--- src/rtl/ov7670_sccb_config_if.sv ---
// Bus bundle between the OV7670 SCCB register loader and its surroundings.
// The master side is the loader; the slave side issues go and watches the SCCB lines and status.
interface ov7670_sccb_config_if;
  logic go;
  logic sio_c;
  logic sio_d_oe;
  logic busy;
  logic done;

  modport master (input go, output sio_c, output sio_d_oe, output busy, output done);
  modport slave  (output go, input sio_c, input sio_d_oe, input busy, input done);
endinterface

--- src/rtl/ov7670_sccb_config.sv ---
// OV7670 SCCB register loader: after a go pulse, writes a ROM of {sub-addr, data} pairs as 3-phase SCCB writes.
// Define OV7670_QCIF_EN to load the RGB QCIF table (7 entries) instead of the default VGA table (6 entries).
module ov7670_sccb_config #(
  parameter int         CLK_DIV    = 60,
  parameter logic [7:0] SLAVE_ID   = 8'h42,
  parameter int         RESET_WAIT = 24000
) (
  input logic                   clk_24,
  input logic                   reset,
  ov7670_sccb_config_if.master  bus
);

`ifdef OV7670_QCIF_EN
  localparam int NUM_ENTRIES = 7;
`else
  localparam int NUM_ENTRIES = 6;
`endif
  localparam int CNT_MAX = (RESET_WAIT > CLK_DIV) ? RESET_WAIT : CLK_DIV;
  localparam int CW = $clog2(CNT_MAX + 1);
  localparam logic [2:0]    LAST_ENTRY = 3'(NUM_ENTRIES - 1);
  localparam logic [CW-1:0] DIV_LAST   = CW'(CLK_DIV - 1);
  localparam logic [CW-1:0] WAIT_LAST  = CW'(RESET_WAIT - 1);

  typedef enum logic [2:0] {IDLE, START, BITS, STOP, GAP, WAIT, DONE} state_t;

  state_t        state, state_nxt;
  logic [CW-1:0] cnt, cnt_nxt;
  logic [1:0]    qtr, qtr_nxt;
  logic [1:0]    phase, phase_nxt;
  logic [3:0]    pos, pos_nxt;
  logic [2:0]    entry, entry_nxt;
  logic [15:0]   rom_word;
  logic [7:0]    cur_byte;
  logic [2:0]    bit_sel;
  logic          tick;
  logic          sio_c_nxt, oe_nxt;
  logic          sio_c_q, oe_q, busy_q, done_q;

  always_comb begin
    rom_word = 16'h0000;
    case (entry)
      3'd0: rom_word = 16'h1280;
      3'd1: rom_word = 16'h1101;
`ifdef OV7670_QCIF_EN
      3'd2: rom_word = 16'h120C;
`else
      3'd2: rom_word = 16'h1204;
`endif
      3'd3: rom_word = 16'h40D0;
      3'd4: rom_word = 16'h3A04;
      3'd5: rom_word = 16'h8C00;
`ifdef OV7670_QCIF_EN
      3'd6: rom_word = 16'h0C08;
`endif
      default: rom_word = 16'h0000;
    endcase
  end

  assign tick = (cnt == DIV_LAST);

  // Sequencing: the divider runs in the bit-timed states; WAIT reuses it as the soft-reset delay counter.
  always_comb begin
    state_nxt = state;
    cnt_nxt   = cnt;
    qtr_nxt   = qtr;
    phase_nxt = phase;
    pos_nxt   = pos;
    entry_nxt = entry;
    case (state)
      IDLE, DONE: begin
        if (bus.go) begin
          state_nxt = START;
          entry_nxt = '0;
          cnt_nxt   = '0;
          qtr_nxt   = '0;
        end
      end
      WAIT: begin
        if (cnt == WAIT_LAST) begin
          state_nxt = GAP;
          cnt_nxt   = '0;
          qtr_nxt   = '0;
        end else begin
          cnt_nxt = cnt + 1'b1;
        end
      end
      default: begin
        if (!tick) begin
          cnt_nxt = cnt + 1'b1;
        end else begin
          cnt_nxt = '0;
          qtr_nxt = qtr + 1'b1;
          if (qtr == 2'd3) begin
            case (state)
              START: begin
                state_nxt = BITS;
                phase_nxt = '0;
                pos_nxt   = '0;
              end
              BITS: begin
                if (pos == 4'd8) begin
                  pos_nxt = '0;
                  if (phase == 2'd2) state_nxt = STOP;
                  else               phase_nxt = phase + 1'b1;
                end else begin
                  pos_nxt = pos + 1'b1;
                end
              end
              STOP: state_nxt = (entry == 3'd0) ? WAIT : GAP;
              GAP: begin
                if (entry == LAST_ENTRY) begin
                  state_nxt = DONE;
                end else begin
                  entry_nxt = entry + 1'b1;
                  state_nxt = START;
                end
              end
              default: state_nxt = IDLE;
            endcase
          end
        end
      end
    endcase
  end

  // Line levels are decoded from the next state so the registered outputs move exactly with the quarter.
  always_comb begin
    cur_byte  = (phase_nxt == 2'd0) ? SLAVE_ID :
                (phase_nxt == 2'd1) ? rom_word[15:8] : rom_word[7:0];
    bit_sel   = 3'(4'd7 - pos_nxt);
    sio_c_nxt = 1'b1;
    oe_nxt    = 1'b0;
    case (state_nxt)
      START: begin
        sio_c_nxt = (qtr_nxt != 2'd3);
        oe_nxt    = (qtr_nxt != 2'd0);
      end
      BITS: begin
        sio_c_nxt = qtr_nxt[1];
        oe_nxt    = (pos_nxt != 4'd8) && !cur_byte[bit_sel];
      end
      STOP: begin
        sio_c_nxt = (qtr_nxt != 2'd0);
        oe_nxt    = (qtr_nxt != 2'd3);
      end
      default: ;
    endcase
  end

  always_ff @(posedge clk_24) begin
    if (reset) begin
      state   <= IDLE;
      cnt     <= '0;
      qtr     <= '0;
      phase   <= '0;
      pos     <= '0;
      entry   <= '0;
      sio_c_q <= 1'b1;
      oe_q    <= 1'b0;
      busy_q  <= 1'b0;
      done_q  <= 1'b0;
    end else begin
      state   <= state_nxt;
      cnt     <= cnt_nxt;
      qtr     <= qtr_nxt;
      phase   <= phase_nxt;
      pos     <= pos_nxt;
      entry   <= entry_nxt;
      sio_c_q <= sio_c_nxt;
      oe_q    <= oe_nxt;
      busy_q  <= (state_nxt != IDLE) && (state_nxt != DONE);
      done_q  <= (state_nxt == DONE);
    end
  end

  assign bus.sio_c    = sio_c_q;
  assign bus.sio_d_oe = oe_q;
  assign bus.busy     = busy_q;
  assign bus.done     = done_q;

endmodule

--- src/flat_wrapper.sv ---
// flat-port wrapper written by rule: the top's interface ports become plain ports
module ov7670_sccb_config_flat 
#(
  parameter int         CLK_DIV    = 60,
  parameter logic [7:0] SLAVE_ID   = 8'h42,
  parameter int         RESET_WAIT = 24000
)
  (clk_24, reset, bus_go, bus_sio_c, bus_sio_d_oe, bus_busy, bus_done);
  ov7670_sccb_config_if bus_i ();
  input logic clk_24;
  input logic reset;
  input wire logic [$bits(bus_i.go)-1:0] bus_go;
  output wire logic [$bits(bus_i.sio_c)-1:0] bus_sio_c;
  output wire logic [$bits(bus_i.sio_d_oe)-1:0] bus_sio_d_oe;
  output wire logic [$bits(bus_i.busy)-1:0] bus_busy;
  output wire logic [$bits(bus_i.done)-1:0] bus_done;
  assign bus_i.go = bus_go;
  assign bus_sio_c = bus_i.sio_c;
  assign bus_sio_d_oe = bus_i.sio_d_oe;
  assign bus_busy = bus_i.busy;
  assign bus_done = bus_i.done;
  ov7670_sccb_config #(.CLK_DIV(CLK_DIV), .SLAVE_ID(SLAVE_ID), .RESET_WAIT(RESET_WAIT)) u_core (.clk_24(clk_24), .reset(reset), .bus(bus_i));
endmodule
--- config.mk ---
export PLATFORM = sky130hd
export DESIGN_NAME = ov7670_sccb_config_flat
export DESIGN_NICKNAME = d
export VERILOG_FILES = /design/src/rtl/ov7670_sccb_config_if.sv /design/src/rtl/ov7670_sccb_config.sv /design/src/flat_wrapper.sv
export SDC_FILE = /design/constraint.sdc
export NUM_CORES = 1
export LEC_CHECK = 0
export ABC_AREA = 1
export CORE_UTILIZATION = 50
export CTS_CLUSTER_SIZE = 10
export DETAILED_ROUTE_END_ITERATION = 6
export PLACE_DENSITY = 0.77
export SLEW_MARGIN = 40
export SYNTH_ARGS = -nofsm -noshare
export SYNTH_HDL_FRONTEND = slang
export SYNTH_SLANG_ARGS = --single-unit
--- constraint.sdc ---
create_clock -name clk_24 -period 2 [get_ports clk_24]
set_clock_uncertainty 0.2 [all_clocks]
set_input_delay 0.2 -clock clk_24 [delete_from_list [all_inputs] [get_ports clk_24]]
set_output_delay 0.2 -clock clk_24 [all_outputs]
set_load 0.02 [all_outputs]
==> results.md <==
* Final Max Slew Viols at 0
* Post-DRT Antenna Nets at 0
* Clk Tree Root Cell: clkbuf_8
* Nets at 500
* Layout area overhead at 56.7%
* Yosys cell types at 38
* Worst endpoint required time at 2030 ps
* Final critical-path share of the clock period at 1.30
* Gr usage total at 0.318
* Final hold vios at 0
* Routability cong. at 1.02
* Gate Count Post-Synth at 369
* Die H at 70.9 um
* Seq cells post-synth at 33
* Row Count at 24
* H-tree Lvls at 2
* Max VDD drop at 354 uV
* Synth Flop Type: dfxtp_1
* CP Buf/Inv Count at 2
* F_max at 384 MHz
* Hold Startpoint: u_core.entry[2]
* Die area at 5030 um2
* Top-area cell type share of the netlist area at 0.278
* Grt ovf at 0
* Floorplan Core Area at 4440 um2
* Largest stage delay, worst path at 380 ps
* Final instance area at 3720 um2
* Number of fill cells in the layout at 208
* CTS Buf Count at 5
* Global-route wire length before repair at 12.5 mm
* Seq/Total Area, Yosys at 0.278
* IO Pins at 7
* Worst setup margin at -604 ps
* Switching power at 0.417 mW
* Nature of the critical path endpoint: flip-flop
* Net Sw Frac at 0.288
* EDFF count, synth at 0
* DR WL/cell at 20.3 um
* Hold Path Class: reg -> reg
* Relative slew margins at 0.751
* Failing checks: DRC, setup timing
* Reg2reg start: u_core.entry[1]
* Worst-path fanout max at 5
* Minimum clock period at 2600 ps
* Sequential Power Share at 0.467
* Vias in the first global route at 2873
* Post-DP HPWL at 4.89 mm
* Placement Setup Slack at -242 ps
* Vias per cell at 6.40
* Reg clk slew, reported paths at 70 ps
* Crit path kind: reg -> reg
* Drt initial violations at 586
* Dpl cell area at 3090 um2
* Initial Util at 0.534
* Die Width at 70.9 um
* Post-Syn Nets at 383
* YS warnings at 0
* RSZ-0062 raised after global routing: true
* Ys async rst share at 0
* Status: finished with violations
* Port-buffer cells at 6
* Comb pwr share at 0.156
* Post-synth top cells: nand2_1 (74), nor2_1 (58), inv_1 (47)
* Crit path arrival time at 2630 ps
* Leakage Power at 1.79 nW
* Synth top area cells: dfxtp_1 (28%), nand2_1 (12%), nor2_1 (9.2%)
* Share of layout cells above drive strength 1 at 0.471
* DR vias at 3444
* CP Launch Point: u_core.entry[1]
* Final setup viols at 23
* Pin count of the biggest net entering global routing at 12
* CTS tree: yes
* Clk sinks at 33
* Slowest-stage cell, CP: o311ai_1
* Diodes inserted at 0
* Max Cap Violations at 0
* CTS max path bufs at 2
* Power Density at 389 nW/um2
* Cell with the most instances after synthesis: nand2_1
* Cell Chain, Critical Path: inv_1 > ha_1 > inv_1 > o311ai_1 > nand3_1 > nand2_1 > nand2_1 > nand2_2 > nand3_1 > nor2_1 > nor2_2 > a21oi_2
* Internal Power at 1.03 mW
* Critical path launch point type: flip-flop
* Worst-Margin Slew at 368 ps
* Clock Latency Late Sink at 300 ps
* Initial antenna violation count at 0
* Residual DRC at 2
* Final Core Density at 0.837
* Total wire length at 10.9 mm
* Dominant cell type by area after synthesis: dfxtp_1
* Pre-antenna DRT Iters at 7
* Mapped Avg Cell Area at 6.43 um2
* CTS Hold Bufs at 0
* Top delay family on crit path: simple AND/OR/NAND/NOR gates
* Clock power share at 0.377
* Synthesized area at 2370 um2
## cell type report
cell class / instances / area [um2] / share of cell area
Timing Repair Buffer: 113 / 880 / 0.237
Sequential cell: 33 / 686 / 0.184
Clock buffer: 7 / 86.3 / 0.0232
Inverter: 62 / 255 / 0.0686
Tap cell: 52 / 65.1 / 0.0175
Multi-Input combinational cell: 271 / 1750 / 0.470
## flip-flops by register name, summed over array words and instances, names as in the netlist
signal / cells
u_core.bus.sio_c: 1
u_core.state: 3
u_core.qtr: 2
u_core.cnt: 15
u_core.bus.busy: 1
u_core.entry: 3
u_core.phase: 2
u_core.bus.done: 1
u_core.pos: 4
u_core.bus.sio_d_oe: 1
## cells in the final DEF (no fill, tap or decap), types with 6 or more instances in the layout
master,count
buf_4,105
nand2_1,61
nor2_1,47
inv_1,42
nand3_1,27
nand2_2,20
dfxtp_1,17
inv_2,14
dfxtp_2,14
a21oi_1,12
nand2_4,11
nor2_4,11
nor2_2,9
o21ai_1,8
ha_1,8
nand4_1,6
o21ai_0,6
nor3_1,6
clkbuf_8,6
clkdlybuf4s50_1,6
## worst paths after layout
path	end	depth (start not counted)	slack (ps)
max	u_core.bus.sio_d_oe	12	-600
min	u_core.entry[2]	2	350
max reg2reg	u_core.bus.sio_d_oe	12	-600
min reg2reg	u_core.entry[2]	2	350
## metrics by stage
stage | instances | total power, mW | TNS (ps) | hold slack (ps)
after floorplan | 369 | 0.784 | 0 | 176
after global placement | 502 | 0.857 | -354 | 305
after detailed placement | 502 | 0.864 | -987 | 311
after CTS | 526 | 1.38 | -356 | 324
after global routing | 538 | 1.46 | -6630 | 366
final | 538 | 1.45 | -3700 | 352
## cell families after synthesis
group | share of synthesized area
XOR/XNOR | 0.0111
AND/OR/NAND/NOR | 0.433
AO/OA/AOI/OAI | 0.112
flip-flops | 0.278
adder cells (fa/ha/maj) | 0.0580
buffers and inverters | 0.108
## what timing repair did
action | in CTS | in global routing
cloned | 0 | 0
resized for setup | 37 | 60
pin swaps | 22 | 30
setup buffers | 17 | 12
setup endpoints to repair | 13 | 27
## power groups by stage
stage          Sequential (mW)  Combinational [mW]  Clock, mW
4_1_cts                  0.677               0.181      0.525
3_3_place_gp             0.691               0.166          0
5_1_grt                  0.676               0.230      0.554
2_1_floorplan            0.693              0.0911          0
6_report                 0.676               0.226      0.545
3_5_place_dp             0.691               0.172          0
## metal layers
layer	GRT usage	wire length, um	vias up	part of all wire
li1	-	-	1415	-
met1	0.356	3800	1543	0.35
met2	0.569	4870	344	0.45
met3	0.0655	1280	142	0.12
met4	0.162	981	0	0.090
met5	0	0	-	0
## tightest hold or removal path, delay by kind of cell, from the launching register on
kind / cells / cell delay, ps
compound gates: 1 / 50
flops: 1 / 370
simple gates: 1 / 90
Power figures use the tool's default switching activity.
